[src/rtl/jump_controller.sv]
// Frame-stepped jump arc for the player character, with a block-map landing check, a fall-to-floor sequence and a saturating jump counter.
// Commands are taken only in IDLE; commands that arrive while busy are dropped. All outputs are registered, so they change on the cycle after the event.
module jump_controller #(
    parameter int N_COLS     = 8,
    parameter int COL_WIDTH  = 64,
    parameter int X_ORIGIN   = 128,
    parameter int START_COL  = 0,
    parameter int Y_GROUND   = 400,
    parameter int Y_FLOOR    = 568,
    parameter int JUMP_STEPS = 16,
    parameter int V_STEP     = 4,
    parameter int FALL_STEP  = 8
) (
    input  logic              i_clk,
    input  logic              i_rst,
    input  logic              i_init,
    input  logic              i_frame_tick,
    input  logic              i_jump_left,
    input  logic              i_jump_right,
    input  logic [N_COLS-1:0] i_block_map,
    output logic [10:0]       o_char_xpos,
    output logic [10:0]       o_char_ypos,
    output logic [3:0]        o_char_col,
    output logic              o_character_landed,
    output logic              o_jump_fail,
    output logic [7:0]        o_jump_count,
    output logic              o_busy
);

    typedef enum logic [2:0] {
        S_IDLE,
        S_RISE,
        S_DESCEND,
        S_LAND,
        S_FALL,
        S_DEAD
    } state_t;

    localparam logic [10:0] X_STEP  = 11'(COL_WIDTH / JUMP_STEPS);
    localparam logic [10:0] V_INC   = 11'(V_STEP);
    localparam logic [10:0] F_INC   = 11'(FALL_STEP);
    localparam logic [10:0] Y_GND   = 11'(Y_GROUND);
    localparam logic [10:0] Y_FLR   = 11'(Y_FLOOR);
    localparam logic [10:0] X_START = 11'(X_ORIGIN + START_COL * COL_WIDTH);
    localparam logic [3:0]  C_START = 4'(START_COL);
    localparam logic [4:0]  N_COLS5 = 5'(N_COLS);
    localparam logic [7:0]  HALF_M1 = 8'(JUMP_STEPS / 2 - 1);

    state_t      r_state, w_state;
    logic [10:0] r_x, w_x;
    logic [10:0] r_y, w_y;
    logic [3:0]  r_col, w_col;
    logic [4:0]  r_target, w_target;
    logic        r_dir, w_dir;
    logic [7:0]  r_step, w_step;
    logic        r_landed, w_landed;
    logic        r_fail, w_fail;
    logic [7:0]  r_count, w_count;
    logic        r_busy, w_busy;

    logic [15:0] w_map_ext;
    logic        w_hit;
    logic [10:0] w_x_arc;
    logic [10:0] w_y_fall;

    // Target is a 5-bit two's-complement column: bit 4 set means column -1.
    assign w_map_ext = 16'(i_block_map);
    assign w_hit     = !r_target[4] && (r_target < N_COLS5) && w_map_ext[r_target[3:0]];
    assign w_x_arc   = r_dir ? (r_x + X_STEP) : (r_x - X_STEP);
    assign w_y_fall  = r_y + F_INC;

    always_comb begin
        w_state  = r_state;
        w_x      = r_x;
        w_y      = r_y;
        w_col    = r_col;
        w_target = r_target;
        w_dir    = r_dir;
        w_step   = r_step;
        w_landed = 1'b0;
        w_fail   = r_fail;
        w_count  = r_count;

        case (r_state)
            S_IDLE: begin
                if ((i_jump_left ^ i_jump_right) && !r_fail) begin
                    w_dir    = i_jump_right;
                    w_target = i_jump_right ? ({1'b0, r_col} + 5'd1) : ({1'b0, r_col} - 5'd1);
                    w_step   = 8'd0;
                    w_state  = S_RISE;
                end
            end
            S_RISE: begin
                if (i_frame_tick) begin
                    w_x = w_x_arc;
                    w_y = r_y - V_INC;
                    if (r_step == HALF_M1) begin
                        w_step  = 8'd0;
                        w_state = S_DESCEND;
                    end else begin
                        w_step = r_step + 8'd1;
                    end
                end
            end
            S_DESCEND: begin
                if (i_frame_tick) begin
                    w_x = w_x_arc;
                    w_y = r_y + V_INC;
                    if (r_step == HALF_M1) begin
                        w_step   = 8'd0;
                        w_landed = 1'b1;
                        w_state  = S_LAND;
                    end else begin
                        w_step = r_step + 8'd1;
                    end
                end
            end
            S_LAND: begin
                if (w_hit) begin
                    w_col   = r_target[3:0];
                    w_y     = Y_GND;
                    w_count = (r_count == 8'hFF) ? r_count : (r_count + 8'd1);
                    w_state = S_IDLE;
                end else begin
                    w_fail  = 1'b1;
                    w_state = S_FALL;
                end
            end
            S_FALL: begin
                // Landed pulse fires one cycle after the floor is reached.
                if (r_y == Y_FLR) begin
                    w_landed = 1'b1;
                    w_state  = S_DEAD;
                end else if (i_frame_tick) begin
                    w_y = (w_y_fall > Y_FLR) ? Y_FLR : w_y_fall;
                end
            end
            S_DEAD: begin
                w_state = S_DEAD;
            end
            default: begin
                w_state = S_IDLE;
            end
        endcase

        w_busy = (w_state == S_RISE) || (w_state == S_DESCEND) || (w_state == S_FALL);
    end

    always_ff @(posedge i_clk) begin
        if (i_rst || i_init) begin
            r_state  <= S_IDLE;
            r_x      <= X_START;
            r_y      <= Y_GND;
            r_col    <= C_START;
            r_target <= {1'b0, C_START};
            r_dir    <= 1'b0;
            r_step   <= 8'd0;
            r_landed <= 1'b0;
            r_fail   <= 1'b0;
            r_count  <= 8'd0;
            r_busy   <= 1'b0;
        end else begin
            r_state  <= w_state;
            r_x      <= w_x;
            r_y      <= w_y;
            r_col    <= w_col;
            r_target <= w_target;
            r_dir    <= w_dir;
            r_step   <= w_step;
            r_landed <= w_landed;
            r_fail   <= w_fail;
            r_count  <= w_count;
            r_busy   <= w_busy;
        end
    end

    assign o_char_xpos        = r_x;
    assign o_char_ypos        = r_y;
    assign o_char_col         = r_col;
    assign o_character_landed = r_landed;
    assign o_jump_fail        = r_fail;
    assign o_jump_count       = r_count;
    assign o_busy             = r_busy;

endmodule

[config.mk]
export PLATFORM = sky130hd
export DESIGN_NAME = jump_controller
export DESIGN_NICKNAME = d
export VERILOG_FILES = /design/src/rtl/jump_controller.sv
export SDC_FILE = /design/constraint.sdc
export NUM_CORES = 1
export LEC_CHECK = 0
export BUFFER_PORTS_ARGS = -buffer_cell sky130_fd_sc_hd__buf_2
export CORE_MARGIN = 8
export CORE_UTILIZATION = 35
export CTS_BUF_LIST = sky130_fd_sc_hd__clkbuf_8 sky130_fd_sc_hd__clkbuf_16
export DETAILED_ROUTE_END_ITERATION = 10
export GPL_ROUTABILITY_DRIVEN = 0
export SETUP_SLACK_MARGIN = 0.05
export SYNTH_ARGS = -nofsm -noshare
export SYNTH_HDL_FRONTEND = slang
export SYNTH_SLANG_ARGS = --single-unit
[constraint.sdc]
create_clock -name i_clk -period 4.1 [get_ports i_clk]
set_input_delay 0.205 -clock i_clk [delete_from_list [all_inputs] [get_ports i_clk]]
set_output_delay 0.205 -clock i_clk [all_outputs]
set_load 0.01 [all_outputs]
# After elaboration in Yosys (flattened, before gate mapping)
# Index checks and enable logic that the tools add are counted.
# word_totals
regBits	54
in_bits	14
word_cells	90
output_inout_bits	37
# classes
n_eq_ne	18
addsub	9
n_lt_le_gt_ge	3
reduce_logical	19
bitwise_logic	3
mux	27
# op_table
op	n
$mux W11	7
$pmux W11 S4	1
$mux W8	3
$add A11 B3 Y11 const B	2
$sub A11 B3 Y11 const B	2
$mux W3	7
$pmux W3 S6	1
$add A8 B1 Y8 const B	2
$pmux W8 S2	1
$ne A2 B2 Y1 const B	6
$add A11 B4 Y11 const B	1
$eq A11 B10 Y1 const B	1
$gt A11 B10 Y1 const B	1
$eq A3 B2 Y1 const B	3
$eq A3 B3 Y1 const B	3
$eq A8 B3 Y1 const B	1
$eq A8 B8 Y1 const B	1
$reduce_and A2 Y1	4
$eq A3 B1 Y1 const B	2
$reduce_and A3 Y1	2
$reduce_and A6 Y1	1
$add A4 B1 Y5 const B	1
$lt A4 B5 Y1 const B	1
$lt A5 B4 Y1 const B	1
15 further kinds	24

# Logic depth before layout (Yosys ltp)
# Gate-level depths: netlist of run 1.
# depth
depth_word	8
mapped_depth	11
mapped_depth_nobuf	10

# Least setup slack after synthesis of run 1
# No wires, ideal clock.
# synth_path
kind	register to register
startpoint	register r_state[1]
endpoint	register r_y[9] (netlist: o_char_ypos[9])
n_path_buf	1
setup_ns	0.119
arrival_time_ns	2.768
required_time_ns	3.981
path_stages_with_launch	12
path_slack_ns	1.213
cell_sequence	dfxtp_1 -> buf_6 -> inv_1 -> nor3_1 -> inv_1 -> ha_1 -> a211oi_1 -> o21bai_1 -> a2111oi_0 -> or4_1 -> a21oi_1 -> o221a_2
# synth_between
elab_chain_cells	3
elab_cells_between_ends	12
cone_classes	eq/ne: 9; mux: 1; reduce/logical: 2
# synth_rtl
item	line	text
from (decl)	49	state_t r_state, w_state;
from (signal assigned)	163	r_state <= w_state;
$eq A3 B3 Y1 (tied with other cells)	84	case (r_state)
$reduce_bool A4 Y1 (no source line) or $ne A2 B2 Y1 (tied branches)	-	
$reduce_and A6 Y1 (no source line)	-	
to (signal assigned)	165	r_y <= w_y;
to (decl)	51	logic [10:0] r_y, w_y;
# Several ways; a longest one is shown, not always the timed one.
# A chain may end at the register's enable or synchronous reset.

# Worst setup path after layout of run 1
# Same ends and word-level chain as after synthesis.

==> impl_metrics.py, run 1 <==
metrics = {
    "status": {
        "status": "completed",
    },
    "synth": {
        "synth_flop_cell": "dfxtp_1",
        "ys_warn_count": 0,
        "yosys_register_bits": 50,
        "ys_seq_area_share_pct": 29.9,
        "synth_area_per_cell_um2": 8.51,
        "synth_enable_flop_cells": 0,
        "syn-cell-area_um2": 3340,
        "synth.distinct_cells": 66,
        "async_flop_share_pct": 0,
        "postSynthCellCount": 393,
    },
    "clock_tree": {
        "numCtsBuffers": 5,
        "insertion_delay_ns": 0.31,
        "clk_path_buf_depth": 2,
        "htreeDepth": 2,
        "root_buffer": "clkbuf_8",
        "cts_repair_resize_count": 0,
        "clock-sinks": 50,
        "postCtsSetupBuffers": 0,
        "cts_tree": "built",
        "cts.clk_slew.worst_paths_ns": 0.11,
        "ctsHoldBuffers": 0,
    },
    "power": {
        "power.density_nw_per_um2": 252,
        "total_power_mw": 0.934,
        "switching_share_pct": 28.2,
        "pwr-share-comb_pct": 12.6,
        "pwr-share-clk_pct": 33.4,
        "leakage_nw": 1.49,
        "intPower_mw": 0.670,
        "seqPwrFrac_pct": 54.0,
        "switchingPower_mw": 0.264,
        "peakVddDrop_mv": 0.114,
    },
    "sta": {
        "relSlewSlack_pct": 27.9,
        "setup_viol": 0,
        "grt_setup_unrepaired": "false",
        "tns_ns": 0,
        "worst_pin_slew_ns": 1.08,
        "slew_violations": 0,
        "setup_ws_ns": 0.592,
        "final.setup_skew_ns": 0.0105,
        "post-route-period-util_pct": 85.6,
        "min_period_ns": 3.51,
        "hold_viol_final": 0,
        "max_clock_freq_ghz": 0.285,
    },
    "critical_path": {
        "crit_family": "compound AO/OA/AOI/OAI gates",
        "cpPeakStageDelay_ns": 0.64,
        "cp_slowest_cell": "dfxtp_1",
        "endpoint_kind": "register",
        "cp.required_ns": 4.31,
        "critPathKind": "register to register",
        "critical_path.cell_chain": "inv_1 -> nor3_1 -> inv_1 -> ha_1 -> a211oi_1 -> o21bai_1 -> a2111oi_0 -> or4_1 -> a21oi_1 -> o221a_2",
        "path_buf_inv": 2,
        "cpMostUsedCell": "inv_1",
        "cp_data_arrival_time_ns": 3.72,
        "cp_max_fo": 14,
        "start_kind": "register",
    },
    "floorplanning": {
        "start_util_pct": 36.2,
        "ios": 51,
        "dieArea_um2": 12900,
        "coreArea_um2": 9240,
        "die_w_um": 114,
        "row_count": 35,
        "fp.dieH_um": 114,
    },
    "placed_design": {
        "postPlaceCellArea_um2": 3600,
        "place_ws_ns": 0.628,
        "portBuffers": 46,
        "hpwl_mm": 5.91,
    },
    "grt": {
        "grt_pass1_wl_mm": 13.4,
        "grt_usage_pct": 12.5,
        "overflow": 0,
        "grt_max_degree": 38,
        "antenna_found_initial": 0,
        "first_global_vias": 2769,
    },
    "worst_hold_path": {
        "hold_path_class": "input pin to register",
    },
    "layout": {
        "final_common_cell": "dfxtp_1",
        "final_core_util_pct": 40.0,
        "fin_area_um2": 3700,
        "drive_above_1_share_pct": 15.6,
        "area_delta_synth_final_pct": 10.6,
        "fin_nets": 466,
        "diodes": 0,
        "layout_common_cells": "50 x dfxtp_1, 46 x nor2_1, 46 x buf_2",
    },
    "detailed_routing": {
        "ant_nets": 0,
        "drcViolationCount": 0,
        "wl_mm": 7.91,
        "post_drt_via_cell_ratio": 5.24,
        "drt_first_pass_iters": 4,
        "route.vias.total": 2925,
        "wl_per_cell_um": 14.2,
        "dr.first_iter.drc_count": 230,
    },
    "job": {
        "maxCapViolCount": 0,
    },
}
-- power groups by stage --
stage | Clock [mW] | Combinational, mW | Sequential [mW]
2_1_floorplan | 0 | 0.0974 | 0.512
5_1_grt | 0.350 | 0.133 | 0.506
6_report | 0.312 | 0.117 | 0.504
3_3_place_gp | 0 | 0.116 | 0.515
3_5_place_dp | 0 | 0.117 | 0.516
4_1_cts | 0.330 | 0.118 | 0.504
-- path summary, 6_finish.rpt --
| kind | start | to | slack [ns] | depth (start not counted) |
|---|---|---|---|---|
| setup / recovery | r_state[1] | o_char_ypos[9] | 0.59 | 10 |
| hold / removal | i_jump_right | r_dir | 0.22 | 3 |
| setup reg to reg | r_state[1] | o_char_ypos[9] | 0.59 | 10 |
| hold reg to reg | o_char_xpos[8] | o_char_xpos[8] | 0.48 | 2 |
-- registers in the layout, indices dropped and copies added, names as in the netlist --
name,count
o_busy,1
r_target,5
r_dir,1
o_char_ypos,9
o_jump_count,8
o_character_landed,1
o_char_col,4
o_char_xpos,9
r_step,8
o_jump_fail,1
r_state,3
-- synth_stat cells (3+ instances only) --
| cell type | n | area [um^2] |
|---|---|---|
| o211ai_1 | 6 | 45.0 |
| a21o_1 | 5 | 37.5 |
| ha_1 | 21 | 263 |
| nor3_1 | 12 | 60.1 |
| fa_1 | 3 | 60.1 |
| xnor2_1 | 22 | 193 |
| nor4_1 | 3 | 18.8 |
| and4_1 | 3 | 26.3 |
| clkbuf_1 | 9 | 33.8 |
| a211oi_1 | 4 | 30.0 |
| mux2i_1 | 8 | 80.1 |
| xor2_1 | 11 | 96.3 |
| a31oi_1 | 3 | 18.8 |
| a21oi_1 | 29 | 145 |
| nand3_1 | 16 | 80.1 |
| o21ai_0 | 16 | 80.1 |
| dfxtp_1 | 50 | 1000 |
| o21bai_1 | 3 | 22.5 |
| nand4_1 | 10 | 62.6 |
| nand2_1 | 25 | 93.8 |
| inv_1 | 12 | 45.0 |
| buf_4 | 4 | 30.0 |
| and3_1 | 9 | 56.3 |
| clkbuf_8 | 3 | 41.3 |
| or3_1 | 6 | 37.5 |
| nor2_1 | 46 | 173 |
-- worst register-to-register path: cells and delay by family (launching register included) --
kind / cells / cell delay (ns)
flops: 1 / 0.64
fa+ha+maj: 1 / 0.38
compound gates: 5 / 1.21
simple gates: 2 / 0.71
buf+inv: 2 / 0.49
-- stage by stage --
step	hold slack, ns	cells
2_1_floorplan	0.352	396
3_3_place_gp	0.466	550
3_5_place_dp	0.471	550
6_report	0.220	558
4_1_cts	0.199	558
5_1_grt	0.253	558
-- cell type report --
type / count / area [um^2]
fillers: 961 / 5540
multi-input cells: 312 / 2150
flip-flops and latches: 50 / 1000
repair buffers: 46 / 230
well taps: 129 / 161
clock buffers: 5 / 68.8
inverters: 13 / 53.8
clock inverters: 3 / 28.8
-- metal layers --
| metal | vias to the layer above | share of wire, % | GRT usage (%) |
|---|---|---|---|
| li1 | 1506 | - | - |
| met5 | - | 0 | 0 |
| met2 | 69 | 44 | 18.9 |
| met3 | 2 | 6.9 | 3.86 |
| met1 | 1348 | 49 | 16.7 |
| met4 | 0 | 0.53 | 3.37 |
-- logic make-up (layout without fill, tap and decap cells) --
logic type,Yosys count,in the layout,synth area share (%)
AO/OA/AOI/OAI,92,92,18.3
flip-flops,50,50,29.9
adder cells (fa/ha/maj),25,25,9.96
multiplexers,11,11,4.42
other,1,4,0.112
AND/OR/NAND/NOR,147,147,22.6
buffers and inverters,34,67,5.95
XOR/XNOR,33,33,8.64
Power figures use the tool's default switching activity.
==> run 2: changes to the inputs <==
CORE_UTILIZATION = 45   (was 35)
PLACE_DENSITY = 0.66   (was default)
==> impl_metrics.py, run 2 (same netlist as run 1, synthesis figures left out) <==
metrics = {
    "power": {
        "power.density_nw_per_um2": 252,
        "peakVddDrop_mv": 0.121,
        "leakage_nw": 1.50,
    },
    "critical_path": {
        "cp.required_ns": 4.31,
        "cp_slowest_cell": "dfxtp_1",
        "cp_data_arrival_time_ns": 3.35,
        "endpoint_kind": "register",
        "cpMostUsedCell": "inv_1",
        "critPathKind": "register to register",
        "crit_family": "compound AO/OA/AOI/OAI gates",
        "cpPeakStageDelay_ns": 0.63,
        "cp_max_fo": 14,
        "path_buf_inv": 2,
        "critical_path.cell_chain": "inv_1 -> nor3_1 -> inv_1 -> ha_1 -> a211oi_1 -> o21bai_1 -> a2111oi_0 -> or4_1 -> a21oi_1 -> o221a_2",
        "start_kind": "register",
    },
    "layout": {
        "diodes": 0,
        "drive_above_1_share_pct": 16.0,
        "final_common_cell": "dfxtp_1",
        "area_delta_synth_final_pct": 9.88,
        "layout_common_cells": "50 x dfxtp_1, 46 x nor2_1, 46 x buf_2",
        "fin_nets": 468,
    },
    "sta": {
        "setup_ws_ns": 0.964,
        "relSlewSlack_pct": 36.8,
        "post-route-period-util_pct": 76.5,
        "final.setup_skew_ns": 0.0123,
        "min_period_ns": 3.14,
        "worst_pin_slew_ns": 0.944,
        "max_clock_freq_ghz": 0.319,
        "slew_violations": 0,
        "grt_setup_unrepaired": "false",
        "tns_ns": 0,
        "hold_viol_final": 0,
        "setup_viol": 0,
    },
    "clock_tree": {
        "ctsHoldBuffers": 0,
        "numCtsBuffers": 5,
        "insertion_delay_ns": 0.31,
        "htreeDepth": 2,
        "cts.clk_slew.worst_paths_ns": 0.10,
        "cts_repair_resize_count": 0,
        "postCtsSetupBuffers": 0,
        "root_buffer": "clkbuf_8",
        "cts_tree": "built",
        "clk_path_buf_depth": 2,
        "clock-sinks": 50,
    },
    "detailed_routing": {
        "dr.first_iter.drc_count": 165,
        "route.vias.total": 2898,
        "drt_first_pass_iters": 4,
        "post_drt_via_cell_ratio": 5.47,
        "wl_per_cell_um": 14.7,
        "ant_nets": 0,
        "drcViolationCount": 0,
        "wl_mm": 7.77,
    },
    "floorplanning": {
        "row_count": 31,
        "ios": 51,
        "start_util_pct": 46.3,
        "coreArea_um2": 7210,
        "fp.dieH_um": 102,
        "dieArea_um2": 10400,
        "die_w_um": 102,
    },
    "grt": {
        "overflow": 0,
        "grt_usage_pct": 15.4,
        "grt_max_degree": 38,
        "antenna_found_initial": 0,
        "grt_pass1_wl_mm": 13.1,
        "first_global_vias": 2814,
    },
    "status": {
        "status": "completed",
    },
    "placed_design": {
        "place_ws_ns": 1.01,
        "hpwl_mm": 5.80,
        "portBuffers": 46,
    },
    "worst_hold_path": {
        "hold_path_class": "input pin to register",
    },
    "job": {
        "maxCapViolCount": 0,
    },
}
## run 2: path summary, 6_finish.rpt
kind | from | end | slack [ns] | depth (start not counted)
worst max-delay path | r_state[1] | o_char_ypos[9] | 0.96 | 10
worst min register to register | o_char_xpos[5] | o_char_xpos[5] | 0.48 | 2
worst max register to register | r_state[1] | o_char_ypos[9] | 0.96 | 10
worst min-delay path | i_jump_right | r_dir | 0.22 | 3
## run 2: power by group
| group | total (mW) | internal, mW | switching (mW) |
|---|---|---|---|
| clock network | 0.306 | 0.136 | 0.170 |
| logic | 0.117 | 0.0492 | 0.0676 |
| registers | 0.504 | 0.493 | 0.0115 |
| total | 0.927 | 0.678 | 0.249 |
## run 2: worst min-delay path, cell delays in order
cell and delay [ns]:
buf_2 0.13, mux2i_1 0.08, nor2_1 0.07
## run 2: cell type report
type	instances	area [um^2]
clock inverter	2	12.5
tap	99	124
timing repair buffer	48	245
clock buffer	6	82.6
inverter	13	53.8
multi-input combinational	312	2150
fill	739	3540
sequential	50	1000
## run 2: layer usage
metal / global-route usage (%) / part of all wire (%)
met1: 19.8 / 50
met2: 25.4 / 44
met3: 3.00 / 5.2
met4: 4.51 / 1.0
met5: 0 / 0
## run 2: stage by stage
stage	util [%]	area (um^2)	hold WS (ns)	total power [mW]	cells
floorplan	-	3350	0.352	0.609	396
detailed placement	49.6	3580	0.469	0.632	522
global placement	49.6	3580	0.457	0.630	522
CTS	50.9	3670	0.210	0.939	530
finish	50.9	3670	0.215	0.927	530
global route	50.9	3670	0.255	0.971	530
